[src/rtl/seq_match_det.sv]
// rtl/seq_match_det.sv - runtime-programmable byte-stream sequence detector
module seq_match_det #(
  parameter int DATA_W  = 8,
  parameter int MAX_LEN = 8,
  parameter int CNT_W   = 16
) (
  input  logic                         clk,
  input  logic                         reset,
  input  logic                         enable,
  input  logic                         cfg_we,
  input  logic [$clog2(MAX_LEN)-1:0]   cfg_idx,
  input  logic [DATA_W-1:0]            cfg_char,
  input  logic [$clog2(MAX_LEN+1)-1:0] cfg_len,
  input  logic                         cfg_overlap,
  input  logic [DATA_W-1:0]            data_in,
  input  logic                         data_in_valid,
  input  logic                         count_clear,
  output logic                         match,
  output logic [CNT_W-1:0]             match_count,
  output logic                         active
);

  localparam int IW = $clog2(MAX_LEN);
  localparam int LW = $clog2(MAX_LEN+1);

  typedef enum logic {ST_IDLE, ST_ACTIVE} state_t;

  state_t              state, state_nxt;
  logic [DATA_W-1:0]   pat  [MAX_LEN];
  logic [DATA_W-1:0]   hist [MAX_LEN-1];
  logic [DATA_W-1:0]   win  [MAX_LEN];
  logic [LW-1:0]       len_r;
  logic                ovl_r;
  logic [IW-1:0]       fill;
  logic                cfg_ok;
  logic                accept;
  logic                flush;
  logic                hit_pat;
  logic                len_ok;
  logic                fill_ok;
  logic                match_now;

  // State register
  always_ff @(posedge clk or posedge reset) begin
    if (reset) state <= ST_IDLE;
    else       state <= state_nxt;
  end

  // Next state plus per-cycle strobes: config only in IDLE, characters only in ACTIVE
  always_comb begin
    state_nxt = state;
    cfg_ok    = 1'b0;
    accept    = 1'b0;
    flush     = 1'b0;
    case (state)
      ST_IDLE: begin
        cfg_ok = cfg_we;
        if (enable) begin
          state_nxt = ST_ACTIVE;
          flush     = 1'b1;
        end
      end
      ST_ACTIVE: begin
        accept = data_in_valid;
        if (!enable) state_nxt = ST_IDLE;
      end
      default: state_nxt = ST_IDLE;
    endcase
  end

  // Candidate window: incoming character followed by history, newest first
  always_comb begin
    win[0] = data_in;
    for (int k = 0; k < MAX_LEN-1; k++) win[k+1] = hist[k];
  end

  // Window position i must equal pattern slot len-1-i for every i below len
  always_comb begin
    int len_i;
    len_i   = int'(len_r);
    hit_pat = 1'b1;
    for (int i = 0; i < MAX_LEN; i++) begin
      for (int p = 0; p < MAX_LEN; p++) begin
        if ((i < len_i) && (p == len_i - 1 - i) && (win[i] != pat[p])) hit_pat = 1'b0;
      end
    end
    len_ok    = (len_i >= 1) && (len_i <= MAX_LEN);
    fill_ok   = int'(fill) >= (len_i - 1);
    match_now = accept && len_ok && fill_ok && hit_pat;
  end

  // Pattern, length and mode registers; slots beyond MAX_LEN are never decoded
  always_ff @(posedge clk or posedge reset) begin
    if (reset) begin
      for (int p = 0; p < MAX_LEN; p++) pat[p] <= '0;
      len_r <= '0;
      ovl_r <= 1'b1;
    end else if (cfg_ok) begin
      for (int p = 0; p < MAX_LEN; p++) begin
        if (cfg_idx == IW'(p)) pat[p] <= cfg_char;
      end
      len_r <= cfg_len;
      ovl_r <= cfg_overlap;
    end
  end

  // History shift register, advanced only by accepted characters
  always_ff @(posedge clk or posedge reset) begin
    if (reset) begin
      for (int k = 0; k < MAX_LEN-1; k++) hist[k] <= '0;
    end else if (accept) begin
      hist[0] <= data_in;
      for (int k = 1; k < MAX_LEN-1; k++) hist[k] <= hist[k-1];
    end
  end

  // Fill counter: how many history entries belong to the current run
  always_ff @(posedge clk or posedge reset) begin
    if (reset) begin
      fill <= '0;
    end else if (flush) begin
      fill <= '0;
    end else if (accept) begin
      if (match_now && !ovl_r)             fill <= '0;
      else if (fill != IW'(MAX_LEN-1))     fill <= fill + IW'(1);
    end
  end

  // Registered match pulse and saturating counter; clear beats increment
  always_ff @(posedge clk or posedge reset) begin
    if (reset) begin
      match       <= 1'b0;
      match_count <= '0;
    end else begin
      match <= match_now;
      if (count_clear)                                        match_count <= '0;
      else if (match_now && (match_count != {CNT_W{1'b1}}))   match_count <= match_count + CNT_W'(1);
    end
  end

  assign active = (state == ST_ACTIVE);

endmodule

[config.mk]
export PLATFORM = sky130hd
export DESIGN_NAME = seq_match_det
export DESIGN_NICKNAME = d
export VERILOG_FILES = /design/src/rtl/seq_match_det.sv
export SDC_FILE = /design/constraint.sdc
export NUM_CORES = 1
export LEC_CHECK = 0
export CAP_MARGIN = 20
export CORE_AREA = 2 2 154 156
export DETAILED_ROUTE_END_ITERATION = 12
export DIE_AREA = 0 0 156 158
export PLACE_DENSITY = 0.75
export SLEW_MARGIN = 0
export SYNTH_ARGS = -nofsm -noshare
export SYNTH_HDL_FRONTEND = slang
export SYNTH_SLANG_ARGS = --single-unit
[constraint.sdc]
create_clock -name clk -period 6.81 [get_ports clk]
set_input_delay 1.362 -clock clk [delete_from_list [all_inputs] [get_ports clk]]
set_output_delay 1.362 -clock clk [all_outputs]
set_load 0.005 [all_outputs]
# --- Yosys cells after proc, flatten, opt, wreduce, memory -nomap -nowiden ---
# Index checks and enable logic that the tools add are counted.
word_totals:
  reg_bits: 146
  out_inout_bits: 18
  n_memories: 0
  rom_bits: 0
  latchBits: 0
  input_bits: 30
  ram_bits: 0
classes:
  mux: 74
  n_eq_ne: 129
  reduce_logical: 156
  n_div: 0
  add_sub_neg: 10
  magnitude_cmp: 11
  mul: 0
  shift: 0
  n_bitwise: 0
ops:
  columns: ["operator", "count"]
  rows:
  - ["$eq A4 B32 Y1 const A", 28]
  - ["$ne A8 B8 Y1", 64]
  - ["$eq A3 B32 Y1 const A", 14]
  - ["$logic_not A32 Y1", 8]
  - ["$eq A2 B32 Y1 const A", 7]
  - ["$logic_and A1 B1 Y1", 134]
  - ["$mux W1", 68]
  - ["$mux W16", 2]
  - ["$sub A5 B4 Y6 const B", 4]
  - ["$eq A4 B5 Y1 const A", 4]
  - ["$reduce_and A2 Y1", 9]
  - ["$add A16 B1 Y16 const B", 1]
  - ["$lt A3 B4 Y1 const A", 4]
  - ["$ne A16 B16 Y1 const B", 1]
  - ["$eq A3 B3 Y1 const B", 4]
  - ["$mux W3", 4]
  - ["$sub A5 B3 Y6 const B", 2]
  - ["$eq A3 B5 Y1 const A", 2]
  - ["$lt A1 B4 Y1 const A", 2]
  - ["$lt A2 B4 Y1 const A", 2]
  - ["$eq A3 B2 Y1 const B", 2]
  - ["$sub A5 B2 Y6 const B", 1]
  - ["$eq A2 B5 Y1 const A", 1]
  - ["$ge A4 B5 Y1", 1]
  - ["10 further kinds", 11]

# --- Logic depth before layout (Yosys ltp) ---
# Gate-level depths: netlist of run 1.
logic_depth:
  word_depth: 73
  ltp_mapped: 19

# --- Worst setup path after synthesis of run 1 ---
# No wires, ideal clock.
synth_path:
  path_type: "input -> register"
  start: "input data_in[3]"
  end: "register match_count[14]"
  slack_ps: 2448
  cell_stages: 11
  path_buffers: 2
  required_time_ps: 6685
  arrival_time_ps: 4237
  path_cell_list: "clkbuf_1 xor2_1 nor4_1 a21oi_1 o22a_1 or4_1 or4b_1 or3_4 buf_6 nor4b_2 mux2_2"
synth_between:
  elab_chain_len: 69
  elab_cells_between_ends: 83
synth_rtl:
  columns: ["item", "line_no", "text"]
  rows:
  - ["start, declared", "15", "input logic [DATA_W-1:0] data_in,"]
  - ["$ne A8 B8 Y1", "84", "if ((i < len_i) && (p == len_i - 1 - i) && (win[i] != pat[p])) hit_pat = 1'b0;"]
  - ["$logic_and A1 B1 Y1", "84", null]
  - ["$mux W1 (7 in series)", "84", null]
  - ["$mux W1 * (57 in series)", "84", null]
  - ["$logic_and A1 B1 Y1 *", "89", "match_now = accept && len_ok && fill_ok && hit_pat;"]
  - ["$logic_and A1 B1 Y1 *", "137", "else if (match_now && (match_count != {CNT_W{1'b1}})) match_count <= match_count + CNT_W'(1);"]
  - ["$reduce_bool A2 Y1 (no line) *", null, null]
  - ["end signal, assigned", "137", null]
  - ["end, declared", "19", "output logic [CNT_W-1:0] match_count,"]
# Mark *: on every way between the ends. The rest lies on a longest branch, timed or not.
# A chain may end at the register's enable or synchronous reset.

# --- Final worst setup path of run 1 ---
layout_path:
  start: "register len_r[0]"
  end: "register match_count[6]"
layout_between:
  elab_chain_len: 71
  elab_cells_between_ends: 281
layout_rtl:
  columns: ["item", "line_no", "text"]
  rows:
  - ["start, declared", "32", "logic [LW-1:0] len_r;"]
  - ["start signal, assigned", "102", "len_r <= cfg_len;"]
  - ["$sub A4 B1 Y5", "84, 88", null]
  - ["$logic_not A32 Y1", "84", null]
  - ["$logic_and A1 B1 Y1 (2 in series)", "84", null]
  - ["$mux W1 (64 in series)", "84", null]
  - ["$logic_and A1 B1 Y1 *", "89", null]
  - ["$logic_and A1 B1 Y1 *", "137", null]
  - ["$reduce_bool A2 Y1 (no line) *", null, null]
# Marks and branches as above.

==> run summary, run 1 <==
====================================================================================================
Share of flip-flops with an asynchronous set or reset .................................         1.00
Setup repair after global routing missed its margin ...................................        false
Post-route ant nets ...................................................................            0
Warning count from the yosys run ......................................................            0
Overflow left after global routing ....................................................            0
Final Instance Count excl. Fillers ....................................................         1612
Height of the die .....................................................................       158 um
Top_reg_cell synth ....................................................................      dfrtp_1
Seq cells post-synth ..................................................................          146
Dominant cells by area after synthesis ................................................ dfrtp_1 28%, xnor2_1 19%, xor2_1 14%
Clock-pin slew reported for the worst setup and hold paths after clock tree synthesis .      0.07 ns
Seq. cell area ........................................................................  0.00365 mm2
Share of cells above drive strength 1 .................................................        0.140
Residual DRC ..........................................................................            0
First drt pass iteration count ........................................................            5
CP startpoint kind ....................................................................         flop
Latest clock arrival within the worst-skew pair .......................................      0.46 ns
Wire length of the first global-routing pass ..........................................     67500 um
Timing-limited maximum frequency ......................................................    0.199 GHz
Horizontal die dimension ..............................................................       156 um
Worst path most repeated cell .........................................................         ha_1
Post-CTS resize count .................................................................            0
Clock tree from TritonCTS .............................................................          yes
Via density per instance ..............................................................         6.73
Number of filler instances in the final layout ........................................         1954
Max-Slew Margin vs Limit ..............................................................        0.264
Number of clock buffers inserted by TritonCTS .........................................           17
Static leakage ........................................................................      5.24 nW
Critical Path Sink Type ...............................................................         flop
Number of global-route vias before repair .............................................        10279
Cts hold-fix bufs .....................................................................            0
Post-synthesis instance area ..........................................................   0.0131 mm2
Weighted congestion reported at the end of routability-driven placement ...............         1.07
Number of buffer cells added on primary ports .........................................           47
Syn Area/Cell .........................................................................     9.34 um2
Fraction of the cycle the final worst path needs ......................................        0.739
Minimum period implied by the final worst setup slack .................................      5.03 ns
Final layout net count ................................................................         1356
Worst-margin pin slew .................................................................      1.09 ns
Average wire length per cell after detail routing .....................................      28.4 um
Maximum clock path buffer count .......................................................            2
Slew Limit Fails ......................................................................            0
Peak fanout along the critical path ...................................................           19
Max-capacitance violation count .......................................................            0
First-iteration detailed-routing DRC count ............................................         1416
TritonCTS sink count ..................................................................          146
Cell count after synthesis ............................................................         1399
Slowest stage delay, CP ...............................................................      0.62 ns
Number of cells in the design after placement .........................................         1578
Count of final hold-check violations ..................................................            0
Initial core utilization ..............................................................        0.567
Final setup TNS .......................................................................         0 ns
Buffer count from post-CTS setup fixing ...............................................            0
Power per cell area ...................................................................   384 mW/mm2
Max stage delay cell, worst path ......................................................       or4b_2
Total via count in the routed design ..................................................        10845
Cell type with the largest total area after synthesis .................................      dfrtp_1
Detailed-placement wirelength estimate ................................................     29200 um
Clock skew ............................................................................    0.0205 ns
Setup CP Type .........................................................................      reg2reg
Min-Delay Path Class ..................................................................      reg2reg
H-tree depth ..........................................................................            4
Number of antenna violations at the first check in global routing .....................            0
Cell row count ........................................................................           56
Die area ..............................................................................   0.0246 mm2
Number of primary I/O pins ............................................................           48
Data arrival time of the critical path ................................................      5.37 ns
Number of enable-type register cells in the synthesized netlist .......................            0
Run status ............................................................................ finished, final reports clean
Number of nets in the synthesized netlist .............................................         1447
Placed standard-cell area .............................................................   0.0132 mm2
CP required ...........................................................................      7.15 ns
Core Footprint ........................................................................   0.0231 mm2
CP cell instances ..................................................................... inv_1, ha_1, buf_4, nor2b_1, nand2b_1, ha_1, or4b_2, a21oi_1, a221oi_1, or4_1, nand2_1, nor4b_1, nand3b_1, nor3_1, mux2_2
Clk root buf ..........................................................................    clkbuf_16
Combined area of the multi-input logic cells ..........................................  0.00860 mm2
Aggregate routed wire length ..........................................................     45700 um
Number of setup violations in the final report ........................................            0
Count of distinct cell types in the synthesized netlist ...............................           72
Global-route total usage across every layer ...........................................        0.377
Maximum number of pins on one net before global-route repair ..........................          107
Share of Yosys cell area claimed by the top area cell type ............................        0.278
Worst voltage drop across the vdd grid ................................................       262 uV
Sequential area share after synthesis .................................................        0.280
Relative area change from synthesis to final layout ...................................        5.73%
Area of all placed cells without fillers ..............................................   0.0138 mm2
====================================================================================================
==> logic make-up after synthesis <==
| family | synth area share |
|---|---|
| AOI/OAI and AO/OA | 0.0715 |
| xor gates and xnor gates | 0.323 |
| adders and majority gates | 0.0172 |
| buffers and inverters | 0.0623 |
| DFF | 0.280 |
| muxes | 0.117 |
| and+or+nand+nor | 0.129 |
==> per-stage QoR <==
step                setup slack [ns]   util  total power, mW  hold slack (ns)
floorplan                       1.53      -             3.61            0.518
global placement                1.70  0.572             4.12            0.565
detailed placement              1.65  0.572             4.21            0.573
CTS                             1.82  0.599             5.20            0.585
global route                    1.28  0.599             5.52            0.615
finish                          1.78  0.599             5.30            0.588
==> path summary, 6_finish.rpt <==
check	from	to	slack (ns)	depth (start not counted)
worst max-delay path	len_r[0]$_DFFE_PP0P_	match_count[6]$_DFFE_PP0P_	1.78	15
worst min-delay path	match_count[4]$_DFFE_PP0P_	match_count[4]$_DFFE_PP0P_	0.59	2
worst max register to register	len_r[0]$_DFFE_PP0P_	match_count[6]$_DFFE_PP0P_	1.78	15
worst min register to register	match_count[4]$_DFFE_PP0P_	match_count[4]$_DFFE_PP0P_	0.59	2
max in group asynchronous	reset	match_count[11]$_DFFE_PP0P_	4.18	3
min in group asynchronous	reset	pat[35]$_DFFE_PP0P_	1.50	2
==> worst max-delay path, delay by kind of cell (launching register included) <==
kind	cells	cell delay [ns]
buffers and inverters	2	0.63
multiplexers	1	0.29
adder cells (fa/ha/maj)	2	0.86
AO/OA/AOI/OAI	2	0.21
AND/OR/NAND/NOR	8	2.35
flip-flops	1	0.56
==> power by group <==
group	switching (mW)	leakage, nW	internal, mW
Sequential	1.21	1.80	1.07
Combinational	0.857	3.14	1.19
Clock	0.483	0.292	0.500
Total	2.55	5.24	2.76
==> cell usage after synthesis (all sizes together) (15+ instances only) <==
cell type	count
xnor2	278
nand4	71
buf	68
dfrtp	145
mux2	131
nor4	55
nand3	20
a21oi	43
o21ai	45
xor2	204
nand2	36
nor2	30
ha	18
nor3	15
clkbuf	97
==> cell usage in the layout, fill, tap and decap left out, types with 3 or more instances in the layout <==
cell / n
xnor2_1: 278
xor2_1: 204
dfrtp_1: 145
mux2_2: 131
nand4_1: 71
nor4_1: 53
clkdlybuf4s50_1: 47
o21ai_0: 45
a21oi_1: 43
nand2_1: 35
nor2_1: 30
nand3_1: 20
ha_1: 18
clkbuf_16: 17
nor3_1: 15
inv_1: 12
nor2b_1: 12
o211ai_1: 9
or4_1: 8
nand2b_1: 7
and3_1: 7
a31oi_1: 6
nand3b_1: 6
o31ai_1: 6
inv_8: 6
clkinv_8: 6
buf_4: 6
mux2i_1: 5
or3_1: 4
nor3b_1: 4
a211oi_1: 3
o311ai_0: 3
a32oi_1: 3
a41o_1: 3
==> flip-flops by register name (all words and copies together), names as in the netlist <==
name,count
pat,64
match,1
hist,56
active,1
match_count,16
ovl_r,1
len_r,4
fill,3
==> final cells by class <==
cell class                 instances  share of cell area
multi-input combinational       1075               0.623
tap                              290              0.0263
clock inverter                    15              0.0137
antenna                            1            0.000181
sequential                       146               0.265
timing repair buffer              55              0.0380
clock buffer                      17              0.0308
inverter                          13             0.00390
==> layer usage <==
metal | global-route usage | routed length [um] | vias up | share of wire
li1 | - | - | 4621 | -
met1 | 0.492 | 17400 | 5230 | 0.38
met2 | 0.539 | 18600 | 776 | 0.41
met3 | 0.128 | 6450 | 218 | 0.14
met4 | 0.228 | 3330 | 0 | 0.073
met5 | 0.00828 | 0 | - | 0
Power figures use the tool's default switching activity.
==> run 2: changes to the inputs <==
==> constraint.sdc (replaced) <==
create_clock -name clk -period 5.2 [get_ports clk]
set_input_delay 1.04 -clock clk [delete_from_list [all_inputs] [get_ports clk]]
set_output_delay 1.04 -clock clk [all_outputs]
set_load 0.005 [all_outputs]
==> run summary, run 2 (synthesis results as in run 1) <==
====================================================================================================
Run status ............................................................................ finished, final reports clean   unchanged
Peak fanout along the critical path ...................................................           11   was 19
CP required ...........................................................................      5.52 ns   was 7.15 ns
Residual DRC ..........................................................................            0   unchanged
Number of primary I/O pins ............................................................           48   unchanged
Number of antenna violations at the first check in global routing .....................            0   unchanged
Buffer count from post-CTS setup fixing ...............................................            0   unchanged
Clk root buf ..........................................................................    clkbuf_16   unchanged
Initial core utilization ..............................................................        0.567   unchanged
Latest clock arrival within the worst-skew pair .......................................      0.44 ns   was 0.46 ns
Max-capacitance violation count .......................................................            0   unchanged
Combined area of the multi-input logic cells ..........................................  0.00860 mm2   unchanged
Commonest non-fill, non-tap cell in the layout ........................................      xnor2_1   unchanged
Top flop regs ......................................................................... pat x64, hist x56, match_count x16   unchanged
Fraction of the cycle the final worst path needs ......................................        0.889   was 0.739
Minimum period implied by the final worst setup slack .................................      4.62 ns   was 5.03 ns
Total via count in the routed design ..................................................        10912   was 10845
Share of the core filled with cells ...................................................        0.606   was 0.599
Worst-margin pin slew .................................................................      1.09 ns   about the same
Register ranked first by flip-flop count ..............................................          pat   unchanged
Horizontal die dimension ..............................................................       156 um   unchanged
Height of the die .....................................................................       158 um   unchanged
Worst voltage drop across the vdd grid ................................................       360 uV   was 262 uV
Setup repair after global routing missed its margin ...................................        false   unchanged
Weighted congestion reported at the end of routability-driven placement ...............         1.06   was 1.07
Timing-limited maximum frequency ......................................................    0.216 GHz   was 0.199 GHz
Most used cells in the layout excluding fill and tap cells ............................ 278 x xnor2_1, 204 x xor2_1, 145 x dfrtp_1, 131 x mux2_2, 71 x nand4_1   unchanged
Number of setup violations in the final report ........................................            0   unchanged
CP cell instances ..................................................................... inv_1, ha_1, or3b_2, nand2_1, a21oi_1, nor4_1, o311ai_0, buf_4, or4_1, nor3_1, mux2_2   was inv_1, ha_1, buf_4, nor2b_1, nand2b_1, ha_1, or4b_2, a21oi_1, a221oi_1, or4_1, nand2_1, nor4b_1, nand3b_1, nor3_1, mux2_2
Core Footprint ........................................................................   0.0231 mm2   unchanged
Clock-pin slew reported for the worst setup and hold paths after clock tree synthesis .      0.08 ns   was 0.07 ns
Final layout net count ................................................................         1379   was 1356
Die area ..............................................................................   0.0246 mm2   unchanged
Number of filler instances in the final layout ........................................         1905   was 1954
Slew Limit Fails ......................................................................            0   unchanged
Setup CP Type .........................................................................      reg2reg   unchanged
Number of buffer cells added on primary ports .........................................           47   unchanged
Via density per instance ..............................................................         6.68   was 6.73
Static leakage ........................................................................      5.35 nW   was 5.24 nW
Post-CTS resize count .................................................................            0   unchanged
Relative area change from synthesis to final layout ...................................        6.88%   was 5.73%
H-tree depth ..........................................................................            4   unchanged
Max reg flops .........................................................................           64   unchanged
Max stage delay cell, worst path ......................................................        or4_1   was or4b_2
Cell row count ........................................................................           56   unchanged
Wire length of the first global-routing pass ..........................................     66100 um   was 67500 um
Detailed-placement wirelength estimate ................................................     29800 um   was 29200 um
Post-route ant nets ...................................................................            0   unchanged
First-iteration detailed-routing DRC count ............................................         1427   was 1416
Data arrival time of the critical path ................................................      4.95 ns   was 5.37 ns
Clock tree from TritonCTS .............................................................          yes   unchanged
Overflow left after global routing ....................................................            0   unchanged
CP startpoint kind ....................................................................         flop   unchanged
Aggregate routed wire length ..........................................................     44500 um   was 45700 um
Antenna cell count ....................................................................            0   was 1
TritonCTS sink count ..................................................................          146   unchanged
Cts hold-fix bufs .....................................................................            0   unchanged
Number of clock buffers inserted by TritonCTS .........................................           17   unchanged
Share of cells above drive strength 1 .................................................        0.154   was 0.140
Power per cell area ...................................................................   497 mW/mm2   was 384 mW/mm2
Critical Path Sink Type ...............................................................         flop   unchanged
Clock skew ............................................................................    0.0161 ns   was 0.0205 ns
Slowest stage delay, CP ...............................................................      0.67 ns   was 0.62 ns
Number of global-route vias before repair .............................................        10372   was 10279
Maximum number of pins on one net before global-route repair ..........................           68   was 107
Max-Slew Margin vs Limit ..............................................................        0.274   was 0.264
Final setup TNS .......................................................................         0 ns   unchanged
Seq. cell area ........................................................................  0.00365 mm2   unchanged
Global-route total usage across every layer ...........................................        0.365   was 0.377
Average wire length per cell after detail routing .....................................      27.2 um   was 28.4 um
Min-Delay Path Class ..................................................................      reg2reg   unchanged
Maximum clock path buffer count .......................................................            2   unchanged
Count of final hold-check violations ..................................................            0   unchanged
First drt pass iteration count ........................................................            5   unchanged
====================================================================================================
==> run 2: cell types whose count changed in the layout (fill, tap and decap cells not counted), sizes merged <==
cell and delta:
clkinvlp -2, bufinv +1, inv +2, buf +23, diode -1, clkinv -2
==> run 2: where the power goes <==
part	internal, mW	leakage (nW)	total [mW]	switching, mW
clock	0.685	0.291	1.28	0.593
combinational	1.60	3.25	2.85	1.24
sequential	1.40	1.80	2.82	1.42
total	3.69	5.35	6.94	3.25
==> run 2: area by class of cell <==
type                       instances  share of cell area
clock buffer                      17              0.0305
clock inverter                    14              0.0117
inverter                          13             0.00385
multi-input combinational       1075               0.616
sequential                       146               0.262
tap                              290              0.0260
timing repair buffer              78              0.0504
==> run 2: worst paths after layout <==
check | endpoint | from | slack, ns | cells after the start
max | match_count[7]$_DFFE_PP0P_ | len_r[1]$_DFFE_PP0P_ | 0.58 | 11
min | fill[1]$_DFFE_PP0P_ | fill[1]$_DFFE_PP0P_ | 0.57 | 2
max reg2reg | match_count[7]$_DFFE_PP0P_ | len_r[1]$_DFFE_PP0P_ | 0.58 | 11
min reg2reg | fill[1]$_DFFE_PP0P_ | fill[1]$_DFFE_PP0P_ | 0.57 | 2
max in group asynchronous | match_count[1]$_DFFE_PP0P_ | reset | 3.12 | 3
min in group asynchronous | pat[39]$_DFFE_PP0P_ | reset | 1.05 | 2
==> run 2: metal layers <==
metal / vias up / global-route usage / part of all wire
li1: 4656 / - / -
met1: 5255 / 0.476 / 0.38
met2: 743 / 0.543 / 0.42
met3: 258 / 0.0879 / 0.12
met4: 0 / 0.234 / 0.082
met5: - / 0 / 0
==> run 2: worst max-delay path: cells and delay by family (launching register included) <==
family                   cells  cell delay (ns)
AO/OA/AOI/OAI                2             0.37
multiplexers                 1             0.36
AND/OR/NAND/NOR              5             2.40
flip-flops                   1             0.52
buffers and inverters        2             0.48
adder cells (fa/ha/maj)      1             0.38
==> run 2: per-stage QoR <==
step,hold slack (ns),std cells,setup WS [ns],power (mW),instance area [um2]
finish,0.569,1633,0.576,6.94,14000
global route,0.616,1633,0.378,7.24,14000
CTS,0.574,1633,0.724,6.82,14000
global placement,0.552,1602,0.497,5.41,13400
detailed placement,0.557,1602,0.369,5.54,13400
floorplan,0.518,1399,0.239,4.73,13100
==> run 3: changes to the inputs <==
--- a/config.mk
+++ b/config.mk
@@ -7,6 +7,7 @@
 export LEC_CHECK = 0
 export CAP_MARGIN = 20
 export CORE_AREA = 2 2 154 156
+export CTS_CLUSTER_SIZE = 40
 export DETAILED_ROUTE_END_ITERATION = 12
 export DIE_AREA = 0 0 156 158
 export PLACE_DENSITY = 0.75
==> results of run 3 <==
Same layout as run 2: the final DEF is identical, and so are final timing and power.
